--- src/rtl/demux_pkg.sv ---
`default_nettype none
// ============================================================================
// Module      : demux_pkg
// Description : Shared constants and types for the demux_stream block.
//               DEMUX_W  - default data width
//               DEMUX_N  - default number of output channels
//               DEMUX_CW - default per-channel transfer counter width
//               DEMUX_SW - select width derived from DEMUX_N
//               slot_state_e - per-channel holding register state
// Revision    : 1.0 - initial release
// ============================================================================
package demux_pkg;

    localparam int DEMUX_W  = 4;
    localparam int DEMUX_N  = 4;
    localparam int DEMUX_CW = 8;
    localparam int DEMUX_SW = $clog2(DEMUX_N);

    // A channel slot is either empty or holding exactly one word.
    typedef enum logic {
        SLOT_EMPTY = 1'b0,
        SLOT_FULL  = 1'b1
    } slot_state_e;

endpackage : demux_pkg
`default_nettype wire

--- src/rtl/demux_slot.sv ---
`default_nettype none
// ============================================================================
// Module      : demux_slot
// Description : One output channel of the demultiplexer: a one-entry holding
//               register with valid flag and a wrapping delivered-word counter.
// Ports       : clk     - rising-edge clock
//               rst_n   - synchronous active-low reset
//               load    - write din into the slot this cycle (only asserted
//                         by the top when the slot can take a word)
//               din     - word to store
//               q       - held word
//               q_valid - slot holds a word
//               q_ready - consumer takes the held word this cycle
//               cnt     - number of words delivered, wraps silently
// Revision    : 1.0 - initial release
// ============================================================================
module demux_slot
    import demux_pkg::*;
#(
    parameter int W  = DEMUX_W,
    parameter int CW = DEMUX_CW
) (
    input  logic          clk,
    input  logic          rst_n,
    input  logic          load,
    input  logic [W-1:0]  din,
    output logic [W-1:0]  q,
    output logic          q_valid,
    input  logic          q_ready,
    output logic [CW-1:0] cnt
);

    slot_state_e   r_state;
    logic [W-1:0]  r_data;
    logic [CW-1:0] r_cnt;
    logic          w_drain;

    assign w_drain = (r_state == SLOT_FULL) && q_ready;

    always_ff @(posedge clk) begin
        if (!rst_n) begin
            r_state <= SLOT_EMPTY;
            r_data  <= '0;
            r_cnt   <= '0;
        end else begin
            if (w_drain) begin
                r_cnt <= r_cnt + CW'(1);
            end
            // A load in the same cycle as a drain refills the slot so the
            // channel streams one word per cycle without a bubble.
            case (r_state)
                SLOT_EMPTY: begin
                    if (load) begin
                        r_data  <= din;
                        r_state <= SLOT_FULL;
                    end
                end
                SLOT_FULL: begin
                    if (load) begin
                        r_data  <= din;
                    end else if (w_drain) begin
                        r_state <= SLOT_EMPTY;
                    end
                end
                default: r_state <= SLOT_EMPTY;
            endcase
        end
    end

    assign q       = r_data;
    assign q_valid = (r_state == SLOT_FULL);
    assign cnt     = r_cnt;

endmodule : demux_slot
`default_nettype wire

--- src/rtl/demux_stream.sv ---
`default_nettype none
// ============================================================================
// Module      : demux_stream
// Description : 1-to-N registered stream demultiplexer. Each accepted input
//               word is steered by sel into a per-channel holding register
//               with its own valid/ready handshake and transfer counter.
// Ports       : clk, rst_n        - clock, synchronous active-low reset
//               d, sel, d_valid   - input word, destination, producer valid
//               d_ready           - word accepted this cycle
//               q, q_valid        - per-channel data (k at [k*W +: W]), valid
//               q_ready           - per-channel consumer ready
//               cnt               - per-channel delivered count (k at [k*CW +: CW])
//               busy              - any channel holding a word
// Revision    : 1.0 - initial release
// ============================================================================
module demux_stream
    import demux_pkg::*;
#(
    parameter int W  = DEMUX_W,
    parameter int N  = DEMUX_N,
    parameter int SW = $clog2(N),
    parameter int CW = DEMUX_CW
) (
    input  logic            clk,
    input  logic            rst_n,
    input  logic [W-1:0]    d,
    input  logic [SW-1:0]   sel,
    input  logic            d_valid,
    output logic            d_ready,
    output logic [N*W-1:0]  q,
    output logic [N-1:0]    q_valid,
    input  logic [N-1:0]    q_ready,
    output logic [N*CW-1:0] cnt,
    output logic            busy
);

    logic         w_acc;
    logic [N-1:0] w_load;

    // Only the addressed channel gates acceptance; q_ready reaches d_ready
    // solely through this select mux.
    assign d_ready = rst_n & (~q_valid[sel] | q_ready[sel]);
    assign w_acc   = d_valid & d_ready;

    generate
        for (genvar k = 0; k < N; k++) begin : g_slot
            assign w_load[k] = w_acc && (sel == SW'(k));

            demux_slot #(
                .W  (W),
                .CW (CW)
            ) u_slot (
                .clk     (clk),
                .rst_n   (rst_n),
                .load    (w_load[k]),
                .din     (d),
                .q       (q[k*W +: W]),
                .q_valid (q_valid[k]),
                .q_ready (q_ready[k]),
                .cnt     (cnt[k*CW +: CW])
            );
        end
    endgenerate

    // q_valid comes straight from slot registers, so busy has no input path.
    assign busy = |q_valid;

endmodule : demux_stream
`default_nettype wire

--- config.mk ---
export PLATFORM = sky130hd
export DESIGN_NAME = demux_stream
export DESIGN_NICKNAME = d
export VERILOG_FILES = /design/src/rtl/demux_pkg.sv /design/src/rtl/demux_slot.sv /design/src/rtl/demux_stream.sv
export SDC_FILE = /design/constraint.sdc
export NUM_CORES = 1
export LEC_CHECK = 0
export CORE_UTILIZATION = 44
export CTS_BUF_LIST = sky130_fd_sc_hd__clkbuf_2
export DETAILED_ROUTE_END_ITERATION = 7
export GPL_TIMING_DRIVEN = 0
export PLACE_DENSITY = 0.88
export SETUP_SLACK_MARGIN = 0.5
export SLEW_MARGIN = 20
export SYNTH_ARGS = -nofsm -noshare
export SYNTH_HDL_FRONTEND = slang
export SYNTH_SLANG_ARGS = --single-unit
--- constraint.sdc ---
create_clock -name clk -period 1.2 [get_ports clk]
set_clock_uncertainty 0.05 [all_clocks]
set_input_delay 0.18 -clock clk [delete_from_list [all_inputs] [get_ports clk]]
set_output_delay 0.18 -clock clk [all_outputs]
set_load 0.03 [all_outputs]
# Word-level counts from Yosys, hierarchy flattened
# Cells that the tools add are included.
# classes
add_sub_neg	4
n_lt_le_gt_ge	1
n_eq_ne	3
muxes	24
bitwise_logic	8
n_reduce_logical	10
# ops
cell	count
adder 8 x 1 -> 8 bit (second input constant)	4
two-way mux 4 bit	4
two-way mux 1 bit	14
logical AND 1 bit	8
case mux 1 bit (2 select lines)	4
NOT 1 bit	5
binary-select mux 1 bit (select 2 bit)	2
equality test 2 bit (second input constant)	2
OR reduction 4 bit	1
less-than comparator 2 x 3 -> 1 bit (second input constant)	1
bitwise AND 1 bit	2
equality test 2 x 1 -> 1 bit (second input constant)	1
zero test 2 bit	1
bitwise OR 1 bit	1
# word_totals
regBits	52
in_bits	13
output_inout_bits	54
word_cells	62

# Depth between registers and ports, before layout
# logic_depth
depth_word	9
depth_mapped	5
ltp_nobuf	4

# By module
# A second synthesis with hierarchy kept.
# hier_totals
hier_cells	250
area_unflattened_um2	2192.1
# by_module_without_submodules
module	n_inst	cells_each	area_each_um2	seq_area_each_um2
demux_slot	4	58	520.5	260.2
demux_stream	1	18	110.1	0.0

# Worst setup path after synthesis
# Ideal clock, no wire load.
# synth_path
kind	reg2out
startpoint	register g_slot[3].u_slot.r_state
endpoint	output port d_ready
arrival_ns	1.407
required_time_ns	0.970
setup_slack_ns	-0.437
path_stages_with_launch	4
n_path_buf	0
cell_sequence	dfxtp_1 nor2b_1 mux4_2 nor2_1
# synth_between
elab_chain_len	5
# synth_rtl
element	line	source
start, declared	demux_slot.sv:33	slot_state_e r_state;
start signal, assigned	demux_slot.sv:42	r_state <= SLOT_EMPTY;
start signal, assigned	demux_slot.sv:55	r_state <= SLOT_FULL;
start signal, assigned	demux_slot.sv:62	r_state <= SLOT_EMPTY;
binary-select mux 1 bit (select 2 bit)	demux_stream.sv:42	assign d_ready = rst_n & (~q_valid[sel] | q_ready[sel]);
two-way mux 1 bit (implied by the code)	demux_stream.sv:42	
NOT 1 bit	demux_stream.sv:42	
bitwise OR 1 bit	demux_stream.sv:42	
bitwise AND 1 bit	demux_stream.sv:42	
end, declared	demux_stream.sv:29	output logic d_ready,
# Every way passes these cells. The select of a mux whose other input is x is not followed.

# Final worst setup path
# layout_path
startpoint	input port q_ready[0]
endpoint	output port d_ready
# layout_between
elab_chain_len	4
# layout_rtl
element	line	source
start, declared	demux_stream.sv:32	input logic [N-1:0] q_ready,
binary-select mux 1 bit (select 2 bit)	demux_stream.sv:42	
two-way mux 1 bit (implied by the code)	demux_stream.sv:42	
bitwise OR 1 bit	demux_stream.sv:42	
bitwise AND 1 bit	demux_stream.sv:42	
# Every way passes these cells. The select of a mux whose other input is x is not followed.

==> results.py <==
metrics = {
    "placed_design": {
        "globalplace.congestion": 0.8834,
        "dpl-instance-area_um2": 3343,
        "detailed_place_hpwl_um": 4499,
        "buffer_ports.inserted": 64,
    },
    "worst_setup_path": {
        "crit_path_cell_trace": "clkdlybuf4s50_1 -> nor2b_4 -> mux4_2 -> nor2_4 -> buf_6",
        "critical_path_cell_count": 5,
        "timing.critical_path.from_type": "input pin",
        "cpMaxStageDelayCell": "clkdlybuf4s50_1",
        "worst_path_largest_cell_delay_ns": 0.75,
        "timing_worst_setup_path_type": "in -> out",
        "r2r_cells": 6,
        "worst_ep_arrival_time_ns": 1.78,
        "worst-path-buf-inv": 2,
        "critical_path_required_ns": 0.97,
        "crit_path_max_fanout": 7,
        "critPathTopFamily": "buffers and inverters",
        "critPathCaptureType": "output port",
    },
    "layout": {
        "final_util": 0.8036,
        "post_route_cells_drive_above_1_share": 0.5863,
        "insertedDiodeCount": 0,
        "layout-area-overhead-vs-synth_pct": 75.68,
        "finalNetCount": 410,
        "final_area_um2": 4130,
    },
    "logic_synthesis": {
        "syn-num-nets": 286,
        "synth_top_cell_by_area": "dfxtp_1",
        "synth_top_cell_area_share": 0.4428,
        "synth_edf_count": 0,
        "postSynth.topFlopCell": "dfxtp_1",
        "ys_top_cells_by_area": "dfxtp_1 44%, a21oi_1 9.4%, o31ai_1 7.7%",
        "ys_ff_latch": 52,
        "yosysMostFrequentCell": "dfxtp_1",
        "ys_types": 27,
        "avgSynthCellArea_um2": 8.740,
        "synth_area_um2": 2351,
        "synth_sequential_area_ratio": 0.4428,
        "syn-instance-count": 269,
        "ys_top_cells_by_count": "52 x dfxtp_1, 44 x a21oi_1, 24 x nand4_1, 24 x o31ai_1, 15 x nand3_1",
        "ys.warnings.count": 0,
        "async_flop_share": 0,
    },
    "power_and_ir_drop": {
        "p_switching_w": 0.0008761,
        "power_report.internal_total_w": 0.002242,
        "power.share.combinational": 0.151,
        "sw_frac": 0.2810,
        "p_leak_nw": 1.540,
        "ir_worst_vdd_uv": 648.6,
        "pwr-share-seq": 0.552,
        "clkPwrFrac": 0.297,
        "p_per_area_nw_per_um2": 754.9,
    },
    "cts": {
        "cts_buffers": 5,
        "clock_tree.buffer_depth": 2,
        "cts.clk_slew.worst_paths_ns": 0.26,
        "clock_tree.htree_level_count": 2,
        "tritoncts_num_sinks": 52,
        "clock_latency_ns": 0.46,
        "clockRootBuffer": "clkbuf_2",
        "clock_tree_from_tritoncts": "done",
    },
    "sta": {
        "layout_min_cycle_time_ns": 2.011,
        "max_slew_margin": 0.6142,
        "setup_tns_ns": -13.66,
        "final_critical_path_setup_slack_ns": -0.8114,
        "maxClockFrequency_mhz": 497.2,
        "setup_viol": 93,
        "rsz0062_at_grt": "yes",
        "worst_hold_slack_ns": -0.08903,
        "number_of_slew_limit_violations_in_the_final_report": 0,
        "worst-slew-pin-transition_ns": 0.5787,
        "final-hold-violation-count": 4,
        "timing.final.crit_share": 1.676,
    },
    "global_routing": {
        "initial_antenna_violation_count": 0,
        "grt.overflow.total": 0,
        "grt_pass1_wl_um": 11770,
        "groute.usage.overall": 0.2760,
        "first_global_vias": 2548,
        "largest_net_degree_at_the_start_of_global_routing": 16,
    },
    "detailed_routing": {
        "final_antenna_net_count": 0,
        "drt_first_pass_iters": 7,
        "routed_via_density": 6.136,
        "drcViolationCount": 0,
        "via_count": 2847,
        "detail_route.wl_per_cell_um": 19.33,
        "finalWirelength_um": 8967,
        "drt_iter0_markers": 220,
    },
    "die": {
        "core_area_um2": 5140,
        "initial_core_util": 0.4574,
        "die-width_um": 75.10,
        "die_area_um2": 5639,
        "num_io_pins": 67,
        "floorplan.rows": 26,
        "die_h_um": 75.10,
    },
    "hold_path": {
        "min_delay_path_depth": 3,
        "min_path_type": "in -> reg",
    },
    "outcome": {
        "status": "complete, but fails checks",
        "failed_checks": "negative hold slack, negative setup slack",
    },
    "flow_run": {
        "drv_cap": 0,
    },
}
[tightest hold or removal path, stage by stage]
cell     delay [ns]
buf_8          0.11
nand3_1        0.06
a21oi_1        0.06
[power groups by stage]
stage / combinational (W) / sequential (W) / clock [W]
2_1_floorplan: 0.000155 / 0.00180 / 0
3_3_place_gp: 0.000328 / 0.00177 / 0
3_5_place_dp: 0.000333 / 0.00177 / 0
4_1_cts: 0.000409 / 0.00172 / 0.000909
5_1_grt: 0.000488 / 0.00172 / 0.000988
6_report: 0.000472 / 0.00172 / 0.000925
[layer usage]
layer | up-vias | wire length, um | track usage
met5 | - | 0 | 0
met4 | 0 | 312 | 0.1090
met3 | 33 | 567 | 0.06560
met2 | 174 | 4566 | 0.4865
met1 | 1368 | 3520 | 0.3231
li1 | 1272 | - | -
[cells in the final DEF, fill, tap and decap left out, drive strengths merged]
cell type / count
nand3: 15
ha: 4
nand3b: 3
and3: 1
bufinv: 1
buf: 116
dfxtp: 52
a21oi: 44
clkdlybuf4s50: 9
nand4: 28
clkbuf: 12
dlymetal6s2s: 1
nor2: 9
o31ai: 24
xor2: 4
nor2b: 4
xnor2: 4
or4: 9
mux4: 1
inv: 9
clkinv: 3
and3b: 1
o21ai: 12
nand2: 12
or2b: 4
or3: 12
[sequential cells by signal, indices dropped and copies added, names as in the netlist]
name,count
g_slot.u_slot.q,16
g_slot.u_slot.q_valid,4
g_slot.u_slot.cnt,32
[stage by stage]
step | std cells | total power (W) | setup WS, ns
2_1_floorplan | 269 | 0.001955 | -0.2078
3_3_place_gp | 403 | 0.002101 | -1.274
3_5_place_dp | 403 | 0.002107 | -1.281
4_1_cts | 452 | 0.003039 | -0.7504
5_1_grt | 464 | 0.003200 | -0.8441
6_report | 464 | 0.003118 | -0.8114
[cell type report]
class | count | area (um^2)
repair buffers | 117 | 1205
flip-flops and latches | 52 | 1174
clock inverters | 3 | 37.54
well taps | 70 | 87.58
plain buffers | 16 | 110.1
multi-input cells | 191 | 1441
clock buffers | 5 | 25.02
inverters | 10 | 50.05
fillers | 292 | 1010
[cell families (layout without fill, tap and decap cells)]
family,after synthesis,in the layout,share of synthesized area
XOR/XNOR,8,8,0.02980
buffers and inverters,26,151,0.05003
AO/OA/AOI/OAI,80,80,0.1958
multiplexers,1,1,0.009579
AND/OR/NAND/NOR,98,98,0.2507
flip-flops,52,52,0.4428
adder cells (fa/ha/maj),4,4,0.02129
[worst paths after layout]
path | endpoint | slack (ns) | startpoint
max | d_ready | -0.81 | q_ready[0]
min reg2reg | g_slot[0].u_slot.q[1]$_SDFFE_PN0P_ | 0.45 | g_slot[0].u_slot.q[1]$_SDFFE_PN0P_
max reg2reg | g_slot[1].u_slot.cnt[7]$_SDFFE_PN0P_ | -0.47 | g_slot[1].u_slot.q_valid$_SDFF_PN0_
min | g_slot[1].u_slot.q_valid$_SDFF_PN0_ | -0.09 | sel[0]
[repair_timing]
| item | in CTS | in global routing |
|---|---|---|
| endpoints found under the setup margin | 106 | 106 |
| pin swaps | 28 | 21 |
| setup buffers | 41 | 12 |
| cloned | 0 | 0 |
| endpoints found under the hold margin | 4 | 4 |
| resized for setup | 403 | 39 |
No activity file was read; power rests on OpenSTA's default activity.
